$ cat config.mk
export PLATFORM = sky130hd
export DESIGN_NAME = block_ram_sdp
export DESIGN_NICKNAME = d
export VERILOG_FILES = /design/src/rtl/block_ram_sdp.sv
export SDC_FILE = /design/constraint.sdc
export NUM_CORES = 1
export LEC_CHECK = 0
export BUFFER_PORTS_ARGS = -buffer_cell sky130_fd_sc_hd__buf_4
export CAP_MARGIN = 20
export CELL_PAD_IN_SITES_DETAIL_PLACEMENT = 0
export CELL_PAD_IN_SITES_GLOBAL_PLACEMENT = 1
export CORE_AREA = 5 5 99 55
export DETAILED_ROUTE_END_ITERATION = 12
export DIE_AREA = 0 0 104 60
export PLACE_DENSITY_LB_ADDON = 0.1
export SYNTH_ARGS = -nofsm -noshare
export SYNTH_HDL_FRONTEND = slang
export SYNTH_SLANG_ARGS = --single-unit
$ cat constraint.sdc
create_clock -name clk -period 1.3 [get_ports clk]
set_input_delay 0.195 -clock clk [delete_from_list [all_inputs] [get_ports clk]]
set_output_delay 0.195 -clock clk [all_outputs]
set_load 0.02 [all_outputs]
$ cat src/rtl/block_ram_sdp.sv
// block_ram_sdp
// Simple-dual-port block RAM: one write port and one read port on a single
// clock. It provides read-valid signalling, selectable read-during-write
// behaviour and an optional post-reset clear sequencer.
//
// Ports:
//   clk     in  1       single clock, rising edge
//   rst     in  1       synchronous, active-high reset
//   w_en    in  1       write strobe
//   w_addr  in  ADDR_W  write address
//   w_data  in  DATA_W  write data
//   r_en    in  1       read strobe
//   r_addr  in  ADDR_W  read address
//   r_data  out DATA_W  read data; holds its value between reads
//   r_valid out 1       one-cycle pulse marking new r_data
//   busy    out 1       high while the clear sequencer owns the RAM
//
// Handshake: there is no back-pressure. A write or read strobe is taken on any
// rising edge where busy is low and rst is low. Every read that is taken
// produces exactly one r_valid pulse, in issue order, after the read latency.
//
// Optional feature: define BLOCK_RAM_SDP_OUTREG_EN to add an output register
// after the RAM read register. Read latency then becomes 2 cycles instead of 1.
module block_ram_sdp #(
  parameter int                DATA_W       = 2,
  parameter int                ADDR_W       = 4,
  parameter int                DEPTH        = 16,
  parameter string             INIT_FILE    = "",
  parameter int                CLEAR_ON_RST = 0,
  parameter logic [DATA_W-1:0] CLEAR_VAL    = '0,
  parameter int                RDW_MODE     = 0
) (
  input  logic              clk,
  input  logic              rst,
  input  logic              w_en,
  input  logic [ADDR_W-1:0] w_addr,
  input  logic [DATA_W-1:0] w_data,
  input  logic              r_en,
  input  logic [ADDR_W-1:0] r_addr,
  output logic [DATA_W-1:0] r_data,
  output logic              r_valid,
  output logic              busy
);

  typedef enum logic {
    ST_CLEAR = 1'b0,
    ST_READY = 1'b1
  } state_e;

  localparam state_e            RST_STATE = (CLEAR_ON_RST != 0) ? ST_CLEAR : ST_READY;
  localparam logic [ADDR_W:0]   DEPTH_L   = (ADDR_W+1)'(DEPTH);
  localparam logic [ADDR_W-1:0] LAST_ADDR = ADDR_W'(DEPTH - 1);

  logic [DATA_W-1:0] mem [0:DEPTH-1];

  state_e            state_q, state_d;
  logic [ADDR_W-1:0] clr_cnt_q, clr_cnt_d;
  logic [DATA_W-1:0] rd_data_q, rd_data_d;
  logic              rd_valid_q, rd_valid_d;

  logic              mem_we;
  logic [ADDR_W-1:0] mem_waddr;
  logic [DATA_W-1:0] mem_wdata;
  logic              w_in_range;
  logic              r_in_range;

  // Addresses at or above DEPTH have no backing storage.
  assign w_in_range = ({1'b0, w_addr} < DEPTH_L);
  assign r_in_range = ({1'b0, r_addr} < DEPTH_L);

  always_comb begin
    state_d    = state_q;
    clr_cnt_d  = clr_cnt_q;
    rd_data_d  = rd_data_q;
    rd_valid_d = 1'b0;
    mem_we     = 1'b0;
    mem_waddr  = w_addr;
    mem_wdata  = w_data;
    case (state_q)
      ST_CLEAR: begin
        // The sequencer owns the write port. User strobes are ignored here.
        mem_we    = 1'b1;
        mem_waddr = clr_cnt_q;
        mem_wdata = CLEAR_VAL;
        if (clr_cnt_q == LAST_ADDR) begin
          state_d   = ST_READY;
          clr_cnt_d = '0;
        end else begin
          clr_cnt_d = clr_cnt_q + 1'b1;
        end
      end
      ST_READY: begin
        mem_we = w_en && w_in_range;
        if (r_en) begin
          rd_valid_d = 1'b1;
          if (!r_in_range) begin
            rd_data_d = '0;
          end else if ((RDW_MODE != 0) && w_en && (w_addr == r_addr)) begin
            // Write-first: forward the incoming word instead of the stored one.
            rd_data_d = w_data;
          end else begin
            rd_data_d = mem[r_addr];
          end
        end
      end
      default: state_d = RST_STATE;
    endcase
  end

  always_ff @(posedge clk) begin
    if (rst) begin
      state_q    <= RST_STATE;
      clr_cnt_q  <= '0;
      rd_data_q  <= '0;
      rd_valid_q <= 1'b0;
    end else begin
      state_q    <= state_d;
      clr_cnt_q  <= clr_cnt_d;
      rd_data_q  <= rd_data_d;
      rd_valid_q <= rd_valid_d;
    end
  end

  // Storage has no reset. Contents only change through the write port or the
  // clear sequencer.
  always_ff @(posedge clk) begin
    if (mem_we && !rst) begin
      mem[mem_waddr] <= mem_wdata;
    end
  end

  assign busy = (state_q == ST_CLEAR);

`ifdef BLOCK_RAM_SDP_OUTREG_EN
  logic [DATA_W-1:0] out_data_q, out_data_d;
  logic              out_valid_q, out_valid_d;

  // The second stage loads only when the first stage presents a new word.
  // This way r_data still holds its value between reads.
  always_comb begin
    out_valid_d = rd_valid_q;
    out_data_d  = rd_valid_q ? rd_data_q : out_data_q;
  end

  always_ff @(posedge clk) begin
    if (rst) begin
      out_data_q  <= '0;
      out_valid_q <= 1'b0;
    end else begin
      out_data_q  <= out_data_d;
      out_valid_q <= out_valid_d;
    end
  end

  assign r_data  = out_data_q;
  assign r_valid = out_valid_q;
`else
  assign r_data  = rd_data_q;
  assign r_valid = rd_valid_q;
`endif

endmodule

# After elaboration in Yosys (flattened, before gate mapping)
# Memories as Yosys holds them, arrays and structs flattened. A register that Yosys moved wholly into a read port is not among the register bits.
# Index checks and enable logic that the tools add are counted.
# word_totals
register_bits	6
mem_bits_rw	32
input_bits	14
out_inout_bits	4
wordCells	20
n_memories	1
# mem_list
name	words	word_bits	read_ports	rd_clocked_by_memory_dff	wr	line_no	source
mem	16	2	1	1	1	54	logic [DATA_W-1:0] mem [0:DEPTH-1];
# classes
add_sub_neg	1
n_eq_ne	1
n_mux	8
n_bitwise	1
n_reduce_logical	5
# op_table
cell	count
$mux 4	2
$add 4x1->4 const B	1
$eq 4x4->1 const B	1
$mux 1	4
$reduce_or 2->1	2
$mux 2	1
$pmux 1 s2	1
$reduce_and 2->1	1
$logic_and 1x1->1	1
$logic_not 1->1	1
$not 1->1	1

# Longest topological paths before layout
# Gate-level depths: netlist of run 1.
# logic_depth
depth_word	5
depth_mapped	6
ltp_nobuf	4

# Least setup slack after synthesis of run 1
# OpenSTA, ideal clock, no wires.
# synth_timing
kind	flip-flop to flip-flop
start	reg state_q
end	mem mem[6][0] (enable)
setup_ns	0.309
arrival_ns	1.016
required_ns	0.991
setup_slack_ns	-0.024
stages_incl_launch_ff	5
n_path_buf	0
period_less_slack_ns	1.324
cell_sequence	dfxtp_1 mux2i_1 nor2b_1 nand2_1 nor2_1
# synth_between
elab_chain_len	5
word_cells_on_any_way	6
cone_classes	mux: 4; bitwise: 1; reduce/logical: 1
# synth_rtl
element	line_no	source
start: declaration	56	state_e state_q, state_d;
start signal: assignment	117	state_q <= state_d;
$not 1->1	n/a	
$pmux 1 s2	79	case (state_q)
$logic_and 1x1->1	127	if (mem_we && !rst) begin
$mux 1	127	
$mux 1 (not written as such)	128	mem[mem_waddr] <= mem_wdata;
end: declaration	54	
# Several ways; a longest one is shown, not always the timed one.

# Worst setup path in the final report of run 1
# layout_timing
start	reg state_q
end	mem mem[0][1] (enable)
# Same word-level chain as after synthesis.

==> summary.txt, run 1 <==
Status
  – Status: complete, but fails checks
  – Failing checks: setup timing

Clocking
  – CTS tree: yes
  – Setup bufs post-CTS: 0
  – CTS root buf: clkbuf_8
  – Clock buffer depth: 2
  – Clk_lat worst skew: 280 ps
  – CTS H-tree depth: 2
  – Post-CTS Hold Buffers: 0
  – Clock transition at the registers of the reported paths: 70 ps
  – Clock tree sinks: 40
  – TritonCTS Buffers: 5

Floorplan
  – Core ar.: about 4600 um2
  – FP Rows: 18
  – Initial Utilization: 0.393
  – IO Pins: 18
  – Die H: around 60 um
  – Die X: between 100 and 150 um
  – Die area: 6240 um2

Cells and area
  – Fin nets: ~190
  – Fraction of layout cells with a size suffix above 1: 0.393
  – Layout area overhead: 25.1%
  – N_diodes: 0
  – Fill count: 421

Setup path
  – Worst path required time: 1290 ps
  – Arr. time, crit path: 1440 ps
  – Startpoint Class: flip-flop
  – CP Max Fanout: 8
  – Critical Path Sink Type: flip-flop
  – Crit path kind: reg -> reg

GRT
  – Vias in the first global route: about 1200
  – Gr busiest metal: met2
  – Total grt overflow: 0
  – First-pass GRT wire length: slightly above 6000 um
  – Met3 Use GR: 0.0464
  – Largest net degree at the start of global routing: 17
  – GR Util All Layers: 0.133
  – GR Util met2: 0.190
  – GR Util met1: 0.189
  – Initial antenna violation count: 0

Route
  – Drt initial violations: 55
  – First-pass detailed-route iteration total: 5
  – DRC: 0
  – Final WL: approximately 4000 um
  – Antenna viol nets, final: 0
  – Via count: about 1200
  – Vias per cell: between 5 and 6
  – Wirelength per Cell: about 17 um

Synth
  – YS warnings: 0
  – Share of async-settable or async-resettable flops after synthesis: 0
  – Seq/Total Area, Yosys: 0.621
  – Synth cell types: 31
  – Post-synthesis cell count: between 100 and 150
  – Syn nets: 160
  – Synth Flop Type: edfxtp_1
  – Syn Std Cell Area: 1800 um2
  – #FFs+latches synth: 40
  – Syn_area_per_cell: ~12 um2
  – Number of synthesized flops with an enable pin: 32

Pwr
  – Maximum vdd drop: 0.416 mV
  – PwrDens: ~1100 nW/um2
  – Leakage: roughly 0.81 nW
  – Total power: 2.37 mW

Timing
  – Fmax: about 690 MHz
  – Setup ws final: -142 ps
  – Final period util: 1.11
  – Setup violators final: 32
  – Worst Skew: about 6.4 ps
  – Max Slew Vio Count: 0
  – Tmin final: 1440 ps
  – RSZ-0062 raised after global routing: yes
  – Setup TNS: -3250 ps
  – Fin. Hold Viols: 0
  – Rel. slew slack: 0.728
  – Slew @ Worst Pin: 406 ps

Run
  – Max-cap violations: 0

Place
  – RD Place Congestion: slightly below 0.8
  – Count of buffers from port buffering: 17
  – Final HPWL from detailed placement: 2960 um

Hold path
  – Hold WC Path Type: in -> reg
## cells in the final DEF, fill, tap and decap left out, types with 3 or more instances in the layout
cell       n
edfxtp_1  32
buf_4     26
mux2i_1   17
nor2_1    10
nand2_1   10
nand3_1    8
nor2_4     8
nor2_2     7
clkbuf_8   5
dfxtp_1    5
a21oi_1    4
a22oi_1    3
## registers in the layout, indices dropped and copies added (netlist names)
name,cells
mem,32
clr_cnt_q,4
r_data,2
r_valid,1
state_q,1
## metrics by stage
step                      instances  setup slack [ps]  utilization  instance area (um2)  hold slack, ps
after global routing            233              -176        0.491                 2260             147
after global placement          226              -148        0.445                 2050             422
after floorplan                 145              3.37            -                 1840             339
after CTS                       233              -132        0.475                 2180             142
after detailed placement        226              -193        0.445                 2050             431
final                           233              -142        0.491                 2260             149
## Yosys cell counts (all sizes together), types with 2 or more instances
master | count | share of area
a21oi | 5 | 0.014
a22oi | 3 | 0.012
a31oi | 2 | 0.0069
and2 | 2 | 0.0069
buf | 4 | 0.030
dfxtp | 8 | 0.089
edfxtp | 32 | 0.53
inv | 2 | 0.0042
mux2i | 18 | 0.10
nand2 | 14 | 0.029
nand3 | 8 | 0.022
nand4 | 2 | 0.0069
nor2 | 25 | 0.052
nor2b | 3 | 0.010
nor3 | 2 | 0.0055
o21ai | 2 | 0.0055
## layer usage
metal / wire length (um) / part of all wire / vias to the layer above
li1: - / - / 589
met1: 2000 / 0.50 / 582
met2: 1730 / 0.43 / 34
met3: 247 / 0.062 / 2
met4: 27 / 0.0068 / 0
met5: 0 / 0 / -
## report_power, final
| part | total (mW) | internal (mW) | switching [mW] |
|---|---|---|---|
| clock | 0.748 | 0.354 | 0.394 |
| sequential | 1.40 | 1.39 | 0.00522 |
| combinational | 0.225 | 0.0911 | 0.134 |
| total | 2.37 | 1.84 | 0.533 |
## critical path, stage by stage (launching register included)
cell and delay [ps]:
dfxtp_4 400, mux2i_2 250, nor2b_4 230, nand2_4 130, nor2_4 140
## final cells by class
cell class	count	area, um2	share of cell area
tap	60	75.1	0.0333
inverter	2	7.51	0.00333
clock buffer	5	68.8	0.0305
multi-input combinational	98	776	0.344
timing repair buffer	26	195	0.0865
clock inverter	2	7.51	0.00333
sequential	40	1130	0.499
## cell families (layout without fill, tap and decap cells)
kind of cell    after synthesis  count (layout)  synth area share
simple gates                 61              61             0.157
mux                          18              18            0.0999
flops                        40              40             0.621
compound gates               17              17            0.0680
buf+inv                       7              35            0.0416
fa+ha+maj                     1               1           0.00693
xor+xnor                      1               1           0.00486
## timing repair
action,in CTS,in global routing
hold endpoints to repair,0,0
resized for setup,18,15
pin swaps,1,3
setup endpoints to repair,66,34
## worst paths after layout
check                                       startpoint                      to  slack (ps)  cells after the start
worst max-delay path                state_q$_SDFF_PP1_     mem[0][1]$_DFFE_PP_        -140                      4
worst min-delay path                               rst      r_valid$_SDFF_PP0_         150                      2
worst max register to register      state_q$_SDFF_PP1_     mem[0][1]$_DFFE_PP_        -140                      4
worst min register to register  r_data[1]$_SDFFE_PP0P_  r_data[1]$_SDFFE_PP0P_         470                      2
Note: power is estimated with default switching activity, not from simulation.
==> inputs of run 2 (changes only) <==
--- a/config.mk
+++ b/config.mk
@@ -13,6 +13,7 @@
 export DETAILED_ROUTE_END_ITERATION = 12
 export DIE_AREA = 0 0 104 60
 export PLACE_DENSITY_LB_ADDON = 0.1
+export SKIP_LAST_GASP = 1
 export SYNTH_ARGS = -nofsm -noshare
 export SYNTH_HDL_FRONTEND = slang
 export SYNTH_SLANG_ARGS = --single-unit
==> run 2 against run 1 <==
Against the previous run: the flow still finishes with violations (setup timing); total power rose by 0.29%; non-clock buffer count unchanged; routed wire length is 0.38% lower; via count increased by 0.41%; critical path depth unchanged; flip-flop and latch count unchanged; sequential power about the same; cell count stayed put; worst hold slack improved by 9.8 ps; register-to-register slack worse by 20 ps; highest routed layer unchanged.
==> summary.txt, run 2 (synthesis results as in run 1) <==
Status
  – Status: complete, but fails checks
  – Failing checks: setup timing

Clocking
  – Clock buffer depth: 2
  – Clock tree sinks: 40
  – CTS H-tree depth: 2
  – Post-CTS Hold Buffers: 0
  – CTS root buf: clkbuf_8
  – CTS tree: yes
  – Clock transition at the registers of the reported paths: ~70 ps
  – TritonCTS Buffers: 5
  – Clk_lat worst skew: around 280 ps

Hold path
  – Hold Path Origin: rst
  – Hold WC Path Type: in -> reg
  – Hold Path Depth: 2

Route
  – First-pass detailed-route iteration total: 4
  – Drt initial violations: 37
  – Via count: between 1000 and 1500
  – Antenna viol nets, final: 0
  – DRC: 0
  – Vias per cell: around 5.2
  – Wirelength per Cell: approximately 17 um
  – Final WL: around 4000 um

Timing
  – Final period util: 1.13
  – Setup TNS: -3650 ps
  – Setup ws final: -163 ps
  – Tmin final: between 1000 and 1500 ps
  – Slew @ Worst Pin: between 300 and 400 ps
  – Fmax: between 600 and 700 MHz
  – RSZ-0062 raised after global routing: yes
  – Max Slew Vio Count: 0
  – Worst Hold Slack: around 160 ps
  – Setup violators final: 30
  – Worst Skew: 6.67 ps
  – Fin. Hold Viols: 0
  – Rel. slew slack: 0.734

GRT
  – First-pass GRT wire length: 6040 um
  – GR Util met1: 0.187
  – GR Util met2: 0.187
  – Initial antenna violation count: 0
  – Gr busiest metal: met1
  – Met3 Use GR: 0.0464
  – Vias in the first global route: roughly 1200
  – Largest net degree at the start of global routing: 17
  – GR Util All Layers: 0.131
  – Total grt overflow: 0

Cells and area
  – Fraction of layout cells with a size suffix above 1: 0.405
  – Largest Register: mem
  – Leading cell type in the layout, fill and taps excluded: edfxtp_1
  – Fin nets: 188
  – Design area: 2280 um2
  – Layout area overhead: 26.2%
  – Largest register FFs: 32
  – N_diodes: 0
  – Finished Layout Cells: around 230
  – Most frequent cells in the layout: edfxtp_1 (32), buf_4 (26), mux2i_1 (17)

Setup path
  – FF-to-FF setup slack: -160 ps
  – Critical Path End: mem[3][0]$_DFFE_PP_
  – Worst path required time: ~1300 ps
  – Crit path kind: reg -> reg
  – Startpoint Class: flip-flop
  – Worst r2r dst: mem[3][0]$_DFFE_PP_
  – CP Max Fanout: 8
  – Worst R2R Start: state_q$_SDFF_PP1_
  – Critical Path Sink Type: flip-flop
  – Crit path launch: state_q$_SDFF_PP1_
  – Worst Reg-to-Reg Cells: 4
  – Arr. time, crit path: around 1500 ps

Pwr
  – PwrDens: 1040 nW/um2
  – Maximum vdd drop: between 0.4 and 0.5 mV
  – Leakage: between 0.8 and 0.9 nW

Floorplan
  – FP Rows: 18
  – Die area: about 6200 um2
  – Die X: ~100 um
  – Initial Utilization: 0.393
  – Core ar.: roughly 4600 um2
  – IO Pins: 18
  – Die H: 60 um

Run
  – Max-cap violations: 0

Place
  – DP Cell Count: between 200 and 250
  – Count of buffers from port buffering: 17
  – Area after DPL: 2050 um2
  – Final HPWL from detailed placement: between 2000 and 3000 um
  – RD Place Congestion: about 0.78
-- run 2: cell counts in the layout (fill, tap and decap cells not counted) --
No cell type changed its count.
-- run 2: area by class of cell --
class / count / area, um2
Clock inverter: 2 / 7.51
Multi-Input combinational cell: 98 / 796
Timing Repair Buffer: 26 / 195
Clock buffer: 5 / 68.8
Inverter: 2 / 7.51
Tap cell: 60 / 75.1
Sequential cell: 40 / 1130
Fill cell: 421 / 2320
-- run 2: routing by layer --
layer  up-vias  share of wire
met2        31           0.44
met1       590           0.50
met4         0         0.0068
li1        589              -
met5         -              0
met3         2          0.059
-- run 2: report_power, final --
part           internal (mW)  switching [mW]  total (mW)
clock                  0.354           0.397       0.751
combinational         0.0940           0.136       0.230
sequential              1.39         0.00529        1.40
total                   1.84           0.537        2.38
-- run 2: worst min-delay path by stage --
stage                                    end
after global routing      r_valid$_SDFF_PP0_
after CTS                 r_valid$_SDFF_PP0_
final                     r_valid$_SDFF_PP0_
after floorplan           r_valid$_SDFF_PP0_
after detailed placement  r_valid$_SDFF_PP0_
after global placement    r_valid$_SDFF_PP0_
-- run 2: per-stage QoR --
| step | utilization | power (mW) | setup WS, ps |
|---|---|---|---|
| detailed placement | 0.445 | 1.63 | -193 |
| floorplan | - | 1.55 | 3.37 |
| finish | 0.496 | 2.38 | -163 |
| global route | 0.496 | 2.46 | -201 |
| CTS | 0.472 | 2.36 | -132 |
| global placement | 0.445 | 1.63 | -148 |
-- run 2: repair_timing --
item                                    4_1_cts  5_1_grt
buffers inserted                              0        0
pin swaps                                     1        3
endpoints found under the setup margin       66       34
cloned                                        0        0
gates resized for setup                      15       22
-- run 2: worst max-delay path, stage by stage (launching register included) --
cell,delay (ps)
dfxtp_4,410
mux2i_4,260
nor2b_4,230
nand2_4,130
nor2_4,140
==> inputs of run 3 (changes only) <==
--- a/config.mk
+++ b/config.mk
@@ -9,10 +9,11 @@
 export CAP_MARGIN = 20
 export CELL_PAD_IN_SITES_DETAIL_PLACEMENT = 0
 export CELL_PAD_IN_SITES_GLOBAL_PLACEMENT = 1
-export CORE_AREA = 5 5 99 55
+export CORE_AREA = 5 5 80 67
 export DETAILED_ROUTE_END_ITERATION = 12
-export DIE_AREA = 0 0 104 60
+export DIE_AREA = 0 0 85 72
 export PLACE_DENSITY_LB_ADDON = 0.1
+export RECOVER_POWER = 100
 export SKIP_LAST_GASP = 1
 export SYNTH_ARGS = -nofsm -noshare
 export SYNTH_HDL_FRONTEND = slang
==> run 3 against run 2 <==
Against the previous run: the flow still finishes with violations (setup timing); core utilization is 6.6 points higher; sequential power hardly changed; maximum frequency is 2.3% higher; largest cell class unchanged; largest power group unchanged.
==> summary.txt, run 3 (synthesis results as in run 1) <==
Cells and area
  – Most frequent cells in the layout: edfxtp_1 (32), buf_4 (25), mux2i_1 (17)
  – Leading cell type in the layout, fill and taps excluded: edfxtp_1
  – Largest Register: mem
  – Fin nets: around 200
  – Finished Layout Cells: about 240
  – Layout area overhead: 38.9%
  – Largest register FFs: 32
  – N_diodes: 0
  – Fraction of layout cells with a size suffix above 1: 0.448
  – Fill count: 397

Route
  – First-pass detailed-route iteration total: 4
  – Vias per cell: roughly 5.2
  – Via count: 1253
  – Wirelength per Cell: roughly 16 um
  – Routed met3 length: roughly 210 um
  – Drt initial violations: 50
  – Top Layer Used: met4
  – Met2 routed WL: 1840 um
  – Wl on met1: 1830 um
  – Antenna viol nets, final: 0
  – Final WL: between 3000 and 4000 um
  – DRC: 0

Place
  – DP Cell Count: approximately 230
  – Count of buffers from port buffering: 17
  – Final HPWL from detailed placement: 2770 um
  – Pre-CTS setup slack: -159 ps
  – RD Place Congestion: around 0.75

Setup path
  – Critical path, cell by cell: mux2i_4, nor2b_4, nand2_4, nor2_4
  – Crit path kind: reg -> reg
  – Arr. time, crit path: 1440 ps
  – Slowest stage delay, CP: around 390 ps
  – Worst path required time: ~1300 ps
  – CP Max Fanout: 5
  – Slowest CP cell: dfxtp_4
  – Startpoint Class: flip-flop
  – Critical Path Sink Type: flip-flop
  – FF-to-FF setup slack: -130 ps

Floorplan
  – Die H: 72 um
  – FP Rows: 22
  – Die area: approximately 6000 um2
  – Die X: between 80 and 90 um
  – Core ar.: 4460 um2
  – Initial Utilization: 0.405
  – IO Pins: 18

Clocking
  – TritonCTS Buffers: 5
  – CTS root buf: clkbuf_8
  – CTS tree: yes
  – Clock transition at the registers of the reported paths: ~80 ps
  – Clock buffer depth: 2
  – Clk_lat worst skew: about 290 ps
  – CTS H-tree depth: 2
  – Clock tree sinks: 40

Hold path
  – Hold WC Path Type: in -> reg

Timing
  – Final period util: 1.10
  – Rel. slew slack: 0.766
  – Setup violators final: 33
  – Worst Skew: approximately 4.4 ps
  – RSZ-0062 raised after global routing: yes
  – Fin. Hold Viols: 0
  – Fmax: between 600 and 700 MHz
  – Slew @ Worst Pin: 348 ps
  – Worst Hold Slack: approximately 160 ps
  – Max Slew Vio Count: 0
  – Tmin final: around 1400 ps
  – Setup ws final: -130 ps
  – Setup TNS: -2520 ps

GRT
  – First-pass GRT wire length: 6100 um
  – Vias in the first global route: ~1200
  – Largest net degree at the start of global routing: 17
  – Initial antenna violation count: 0
  – Total grt overflow: 0
  – GR Util All Layers: 0.131

Status
  – Status: complete, but fails checks
  – Failing checks: setup timing

Pwr
  – Maximum vdd drop: 0.505 mV
  – Leakage: between 0.9 and 1 nW
  – PwrDens: ~1100 nW/um2

Run
  – Max-cap violations: 0
==> run 3: changes by cell type in the layout (fill, tap and decap cells not counted), sizes merged <==
cell	delta
clkbuf	+1
bufinv	+1
buf	+6
==> run 3: cell type report <==
| class | instances | area [um2] | area share |
|---|---|---|---|
| clock buffers | 5 | 68.8 | 0.0275 |
| clock inverters | 3 | 42.5 | 0.0170 |
| inverters | 2 | 10.0 | 0.00399 |
| multi-input cells | 98 | 863 | 0.344 |
| flip-flops and latches | 40 | 1130 | 0.450 |
| well taps | 60 | 75.1 | 0.0300 |
| repair buffers | 33 | 318 | 0.127 |
==> run 3: power breakdown <==
group	switching, mW	internal (mW)
Clock	0.434	0.568
Sequential	0.00473	1.39
Combinational	0.142	0.111
Total	0.581	2.07
==> run 3: routing by layer <==
metal | track usage | up-vias
met3 | 0.0375 | 7
li1 | - | 610
met2 | 0.209 | 28
met4 | 0.0422 | 0
met1 | 0.172 | 608
met5 | 0 | -
==> run 3: path summary, 6_finish.rpt <==
path                          start                        end  cells after the start
max              state_q$_SDFF_PP1_        mem[2][1]$_DFFE_PP_                      4
min                             rst  clr_cnt_q[3]$_SDFFE_PP0N_                      2
max reg2reg      state_q$_SDFF_PP1_        mem[2][1]$_DFFE_PP_                      4
min reg2reg  r_data[1]$_SDFFE_PP0P_     r_data[1]$_SDFFE_PP0P_                      2
==> run 3: critical path, delay by kind of cell, from the launching register on <==
family           cells  cell delay, ps
and+or+nand+nor      3             500
muxes                1             250
DFF                  1             390
==> run 3: repair_timing <==
| action | 4_1_cts | 5_1_grt |
|---|---|---|
| setup buffers | 1 | 7 |
| pin swaps | 4 | 12 |
| hold buffers | 0 | 0 |
| endpoints found under the setup margin | 32 | 37 |
| gates resized for setup | 32 | 27 |
| gates cloned | 0 | 1 |
==> run 3: metrics by stage <==
stage	power, mW	instance area, um2	util
after global placement	1.63	2060	0.462
final	2.65	2510	0.562
after detailed placement	1.63	2060	0.462
after floorplan	1.55	1840	-
after global routing	2.74	2510	0.562
after CTS	2.65	2310	0.518
